`config.mk`:
```
export PLATFORM = sky130hd
export DESIGN_NAME = sipo_frame_ctrl
export DESIGN_NICKNAME = d
export VERILOG_FILES = /design/src/rtl/sipo_pkg.sv /design/src/rtl/sipo_shift_en.sv /design/src/rtl/sipo_frame_ctrl.sv
export SDC_FILE = /design/constraint.sdc
export NUM_CORES = 1
export LEC_CHECK = 0
export BUFFER_PORTS_ARGS = -buffer_cell sky130_fd_sc_hd__buf_2
export CAP_MARGIN = 40
export CORE_MARGIN = 2
export CORE_UTILIZATION = 35
export CTS_CLUSTER_SIZE = 8
export DETAILED_ROUTE_END_ITERATION = 16
export PLACE_DENSITY = 0.59
export SYNTH_ARGS = -nofsm -noshare
export SYNTH_HDL_FRONTEND = slang
export SYNTH_SLANG_ARGS = --single-unit
```
`constraint.sdc`:
```
create_clock -name clk -period 1.9 [get_ports clk]
set_input_delay 0.095 -clock clk [delete_from_list [all_inputs] [get_ports clk]]
set_output_delay 0.095 -clock clk [all_outputs]
set_load 0.01 [all_outputs]
```
`src/rtl/sipo_pkg.sv`:
```
// Shared types and width helpers for the framed SIPO controller.
package sipo_pkg;

    typedef enum logic {
        IDLE  = 1'b0,
        SHIFT = 1'b1
    } state_t;

    // Counter width for a count of n items; never narrower than one bit.
    function automatic int cnt_width(input int n);
        return (n > 1) ? $clog2(n) : 1;
    endfunction

endpackage

```
`src/rtl/sipo_shift_en.sv`:
```
// Serial-in shift stage with enable and synchronous clear.
// 'word' is the DATA_WIDTH-bit value formed by the stored bits plus the bit
// currently on din, so a completing bit can be handed off on the same edge.
// Only DATA_WIDTH-1 bits need storage: the newest bit always comes from din.
module sipo_shift_en #(
    parameter int DATA_WIDTH = 16
) (
    input  logic                  clk,
    input  logic                  resetn,
    input  logic                  en,
    input  logic                  clr,
    input  logic                  din,
    output logic [DATA_WIDTH-1:0] word
);

    logic [DATA_WIDTH-2:0] shift_reg;

    // Assemble the shifted-in word bit by bit: LSB from din, the rest from storage.
    genvar gi;
    generate
        for (gi = 0; gi < DATA_WIDTH; gi++) begin : g_word
            if (gi == 0) begin : g_lsb
                assign word[gi] = din;
            end else begin : g_upper
                assign word[gi] = shift_reg[gi-1];
            end
        end
    endgenerate

    // Clear has priority over a shift.
    always_ff @(posedge clk or negedge resetn) begin
        if (!resetn) begin
            shift_reg <= '0;
        end else if (clr) begin
            shift_reg <= '0;
        end else if (en) begin
            shift_reg <= word[DATA_WIDTH-2:0];
        end
    end

endmodule

```
`src/rtl/sipo_frame_ctrl.sv`:
```
// Frame sequencer for a serial-in parallel-out shifter: counts bits into
// words and words into frames, and hands each word to a one-entry
// valid/ready output buffer with a sticky overflow flag.
module sipo_frame_ctrl
    import sipo_pkg::*;
#(
    parameter int DATA_WIDTH = 16,
    parameter int NUM_WORDS  = 4
) (
    input  logic                  clk,
    input  logic                  resetn,
    input  logic                  start,
    input  logic                  din_valid,
    input  logic                  din,
    output logic [DATA_WIDTH-1:0] dout,
    output logic                  dout_valid,
    input  logic                  dout_ready,
    output logic                  dout_last,
    output logic                  busy,
    output logic                  overflow
);

    localparam int BCW = cnt_width(DATA_WIDTH);
    localparam int WCW = cnt_width(NUM_WORDS);
    localparam logic [BCW-1:0] LAST_BIT  = BCW'(DATA_WIDTH - 1);
    localparam logic [WCW-1:0] LAST_WORD = WCW'(NUM_WORDS - 1);

    state_t                state_reg;
    logic [BCW-1:0]        bit_cnt_reg;
    logic [WCW-1:0]        word_cnt_reg;
    logic                  busy_reg;
    logic                  overflow_reg;
    logic [DATA_WIDTH-1:0] dout_reg;
    logic                  dout_valid_reg;
    logic                  dout_last_reg;

    logic                  bit_take;
    logic                  word_done;
    logic                  buf_free;
    logic                  shift_en;
    logic                  shift_clr;
    logic [DATA_WIDTH-1:0] word_next;

    // A start pulse always wins over a bit arriving in the same cycle.
    assign bit_take  = (state_reg == SHIFT) && din_valid && !start;
    assign word_done = bit_take && (bit_cnt_reg == LAST_BIT);
    assign buf_free  = !dout_valid_reg || dout_ready;
    assign shift_en  = bit_take && !word_done;
    assign shift_clr = start || word_done;

    sipo_shift_en #(
        .DATA_WIDTH(DATA_WIDTH)
    ) u_shift (
        .clk    (clk),
        .resetn (resetn),
        .en     (shift_en),
        .clr    (shift_clr),
        .din    (din),
        .word   (word_next)
    );

    // Frame FSM with bit/word counters, busy and sticky overflow.
    always_ff @(posedge clk or negedge resetn) begin
        if (!resetn) begin
            state_reg    <= IDLE;
            bit_cnt_reg  <= '0;
            word_cnt_reg <= '0;
            busy_reg     <= 1'b0;
            overflow_reg <= 1'b0;
        end else begin
            case (state_reg)
                IDLE: begin
                    if (start) begin
                        state_reg    <= SHIFT;
                        bit_cnt_reg  <= '0;
                        word_cnt_reg <= '0;
                        overflow_reg <= 1'b0;
                        busy_reg     <= 1'b1;
                    end
                end
                SHIFT: begin
                    if (start) begin
                        bit_cnt_reg  <= '0;
                        word_cnt_reg <= '0;
                        overflow_reg <= 1'b0;
                    end else if (din_valid) begin
                        if (bit_cnt_reg == LAST_BIT) begin
                            bit_cnt_reg <= '0;
                            if (!buf_free) begin
                                overflow_reg <= 1'b1;
                            end
                            if (word_cnt_reg == LAST_WORD) begin
                                word_cnt_reg <= '0;
                                state_reg    <= IDLE;
                                busy_reg     <= 1'b0;
                            end else begin
                                word_cnt_reg <= word_cnt_reg + WCW'(1);
                            end
                        end else begin
                            bit_cnt_reg <= bit_cnt_reg + BCW'(1);
                        end
                    end
                end
                default: begin
                    state_reg <= IDLE;
                    busy_reg  <= 1'b0;
                end
            endcase
        end
    end

    // One-entry output buffer: fill on completion when free, else drain on accept.
    always_ff @(posedge clk or negedge resetn) begin
        if (!resetn) begin
            dout_reg       <= '0;
            dout_valid_reg <= 1'b0;
            dout_last_reg  <= 1'b0;
        end else if (word_done && buf_free) begin
            dout_reg       <= word_next;
            dout_valid_reg <= 1'b1;
            dout_last_reg  <= (word_cnt_reg == LAST_WORD);
        end else if (dout_valid_reg && dout_ready) begin
            dout_valid_reg <= 1'b0;
        end
    end

    assign dout       = dout_reg;
    assign dout_valid = dout_valid_reg;
    assign dout_last  = dout_last_reg;
    assign busy       = busy_reg;
    assign overflow   = overflow_reg;

endmodule

```
==> run_results.csv <==
group,metric,value,unit
logic_synthesis,yosys.area.top_type_share,0.604,
pwr,p_seq_frac,0.578,
global_route,grt_pass1_wl,5.85,mm
timing,setup_slack,0.219,ns
pwr,power.internal,1.22,mW
timing,setup_viol,0,
timing,finalHoldViolations,0,
critical_path,critPathArrivalTime,1.85,ns
global_route,gr-total-overflow,0,
timing,fin_crit,1.68,ns
detailed_routing,drc,0,
logic_synthesis,yosys-top-cells-area,"dfrtp_1 (60%), mux2_4 (8.6%), a22o_1 (7.6%)",
critical_path,worstPathRequired,2.07,ns
detailed_routing,viasPerCell,5.06,
logic_synthesis,syn_inst,118,
timing,maxSlewHeadroom,0.765,
critical_path,r2r_setup_slack,0.22,ns
logic_synthesis,synth_fa_ha_area_frac,0.0144,
status,outcome,"finished, final reports clean",
pwr,p_clk_frac,0.376,
critical_path,path_cells,"ha_1, nand2_1, nor3_4, buf_4, mux2_2",
global_route,grt.total_usage,0.139,
critical_path,critPathMaxFanout,9,
die,rows,25,
logic_synthesis,yosys_register_bits,42,
cts,path_clk_slew,0.08,ns
placement,place_ws,0.229,ns
min_path,hold_path_class,"in -> reg",
logic_synthesis,ys_warn_count,0,
logic_synthesis,synth-edff-count,0,
critical_path,end_kind,"register",
pwr,power_frac_comb,0.046,
detailed_routing,final_antenna_net_count,0,
critical_path,critical_path_class,"reg -> reg",
placement,port_buffers,25,
logic_synthesis,synth.distinct_cells,30,
finish,nNetsFinal,159,
cts,clock-sinks,42,
pwr,power.density,769,nW/um2
global_route,grt_max_degree,18,
detailed_routing,drt_wl_total,3.37,mm
die,core_area,4750,um2
pwr,ir_worst_vdd,0.498,mV
cts,cts_buffers,5,
logic_synthesis,ys_seq_area_frac,0.604,
critical_path,slowest_delay,0.41,ns
cts,clockRootBuffer,"clkbuf_8",
pwr,p_sw_frac,0.226,
timing,max_freq,595,MHz
critical_path,cpMaxStageDelayCell,"dfrtp_1",
pwr,p_switching,0.355,mW
timing,rsz0062_at_grt,"false",
finish,fin_area,2050,um2
logic_synthesis,syn-cell-area,1740,um2
die,start_util,0.366,
die,die_h,74.5,um
logic_synthesis,yosysTopAreaCell,"dfrtp_1",
critical_path,critPathLaunchType,"register",
logic_synthesis,synth_compound_area_frac,0.119,
finish,final.fill_count,469,
cts,cts_tree,"done",
die,io_pins,26,
logic_synthesis,synthSimpleGateAreaFrac,0.0871,
finish,drive_gt1_frac,0.408,
timing,tns,0,ns
die,dieArea,5550,um2
logic_synthesis,synth_top_family_by_area,"multiplexers",
logic_synthesis,async_reset_ff_frac,1.00,
cts,worstSkewPairLatency,0.28,ns
detailed_routing,drt_iter0_drc,89,
finish,post-route-util,0.431,
detailed_routing,wire_per_inst,15.4,um
placement,place_congestion,0.766,
pwr,leakagePower,1.03,nW
finish,antenna_cells,0,
logic_synthesis,synth_nets,126,
detailed_routing,detail_route.first_pass.iterations,4,
cts,h-tree-depth,2,
logic_synthesis,post_synth_xor_area_fraction,0.00504,
die,die_w,74.5,um
logic_synthesis,synthMuxAreaShare,0.138,
global_route,antenna_found_initial,0,
timing,finalCritPeriodShare,0.885,
timing,whs,0.0615,ns
placement,dp.cells,210,
finish,fin_cells,219,
cts,cts_max_path_buffers,2,
timing,drv_slew,0,
cts,cts_resized,0,
detailed_routing,vias,1109,
logic_synthesis,synth_area_per_cell,14.7,um2
global_route,grt_pass1_vias,1205,
timing,worst_slew_pin_slew,0.351,ns
pwr,power.total,1.57,mW
logic_synthesis,ys.flop_type,"dfrtp_1",
finish,largest_reg_flops,16,
finish,area_growth,17.7,%
placement,dp_hpwl,2.35,mm
critical_path,r2r_cells,5,
placement,dpl_cell_area,1940,um2
job,max_cap_viol_count,0,
timing,skew,0.00369,ns
min_path,whs_path_depth,2,
## kinds of logic after synthesis
kind of cell	count (synthesis)
AO/OA/AOI/OAI	27
XOR/XNOR	1
adder cells (fa/ha/maj)	2
buffers and inverters	7
flip-flops	42
multiplexers	18
AND/OR/NAND/NOR	21
## layout by cell type (no fill, tap or decap), types with 2 or more instances in the layout
| master | instances |
|---|---|
| a22o_1 | 15 |
| nand2_1 | 4 |
| nor2_1 | 2 |
| nand3_1 | 4 |
| ha_1 | 2 |
| a21o_1 | 2 |
| o21ai_0 | 2 |
| buf_4 | 6 |
| a21oi_1 | 5 |
| dfrtp_1 | 42 |
| mux2_4 | 10 |
| mux2_2 | 8 |
| clkbuf_8 | 6 |
| nor3_4 | 2 |
| buf_2 | 25 |
## timing repair
action                                  4_1_cts  5_1_grt
hold endpoints to repair                     12        0
hold buffers                                  1        0
setup buffers                                 0        0
endpoints found under the setup margin        0        0
## Yosys cell counts, types with 2 or more instances
| cell | count |
|---|---|
| a21o_1 | 2 |
| a21oi_1 | 5 |
| a22o_1 | 15 |
| buf_4 | 3 |
| dfrtp_1 | 42 |
| ha_1 | 2 |
| mux2_2 | 8 |
| mux2_4 | 10 |
| nand2_1 | 4 |
| nand3_1 | 4 |
| nor2_1 | 2 |
| nor3_4 | 2 |
| o21ai_0 | 2 |
## power by group through the flow
stage	Sequential, mW	Clock, mW	Combinational [mW]
floorplan	0.926	0	0.0343
finish	0.910	0.591	0.0728
global placement	0.926	0	0.0702
detailed placement	0.927	0	0.0734
global route	0.911	0.669	0.0830
CTS	0.909	0.621	0.0755
## cell type report
| type | instances | area [um2] | area share |
|---|---|---|---|
| multi-input cells | 69 | 633 | 0.309 |
| well taps | 67 | 83.8 | 0.0410 |
| inverters | 1 | 3.75 | 0.00183 |
| repair buffers | 32 | 180 | 0.0880 |
| flip-flops and latches | 42 | 1050 | 0.513 |
| clock buffers | 6 | 82.6 | 0.0403 |
| clock inverters | 2 | 12.5 | 0.00611 |
## final timing paths
path | from | end
max | bit_cnt_reg[1] | dout[14]
min | din | u_shift.shift_reg[0]
max reg2reg | bit_cnt_reg[1] | dout[14]
min reg2reg | u_shift.shift_reg[14] | u_shift.shift_reg[14]
max in group asynchronous | resetn | dout[8]
min in group asynchronous | resetn | word_cnt_reg[1]
## per-layer routing
| layer | wire length [um] | GRT usage | up-vias | share of wire |
|---|---|---|---|---|
| li1 | - | - | 500 | - |
| met1 | 1580 | 0.191 | 583 | 0.47 |
| met2 | 1630 | 0.205 | 24 | 0.48 |
| met3 | 144 | 0.0488 | 2 | 0.043 |
| met4 | 22 | 0.0476 | 0 | 0.0065 |
| met5 | 0 | 0 | - | 0 |
## worst max-delay path, delay by kind of cell, from the launching register on
family | cells | cell delay, ns
fa+ha+maj | 1 | 0.26
buf+inv | 1 | 0.22
flops | 1 | 0.41
mux | 1 | 0.35
simple gates | 2 | 0.32
Note: power is estimated with default switching activity, not from simulation.
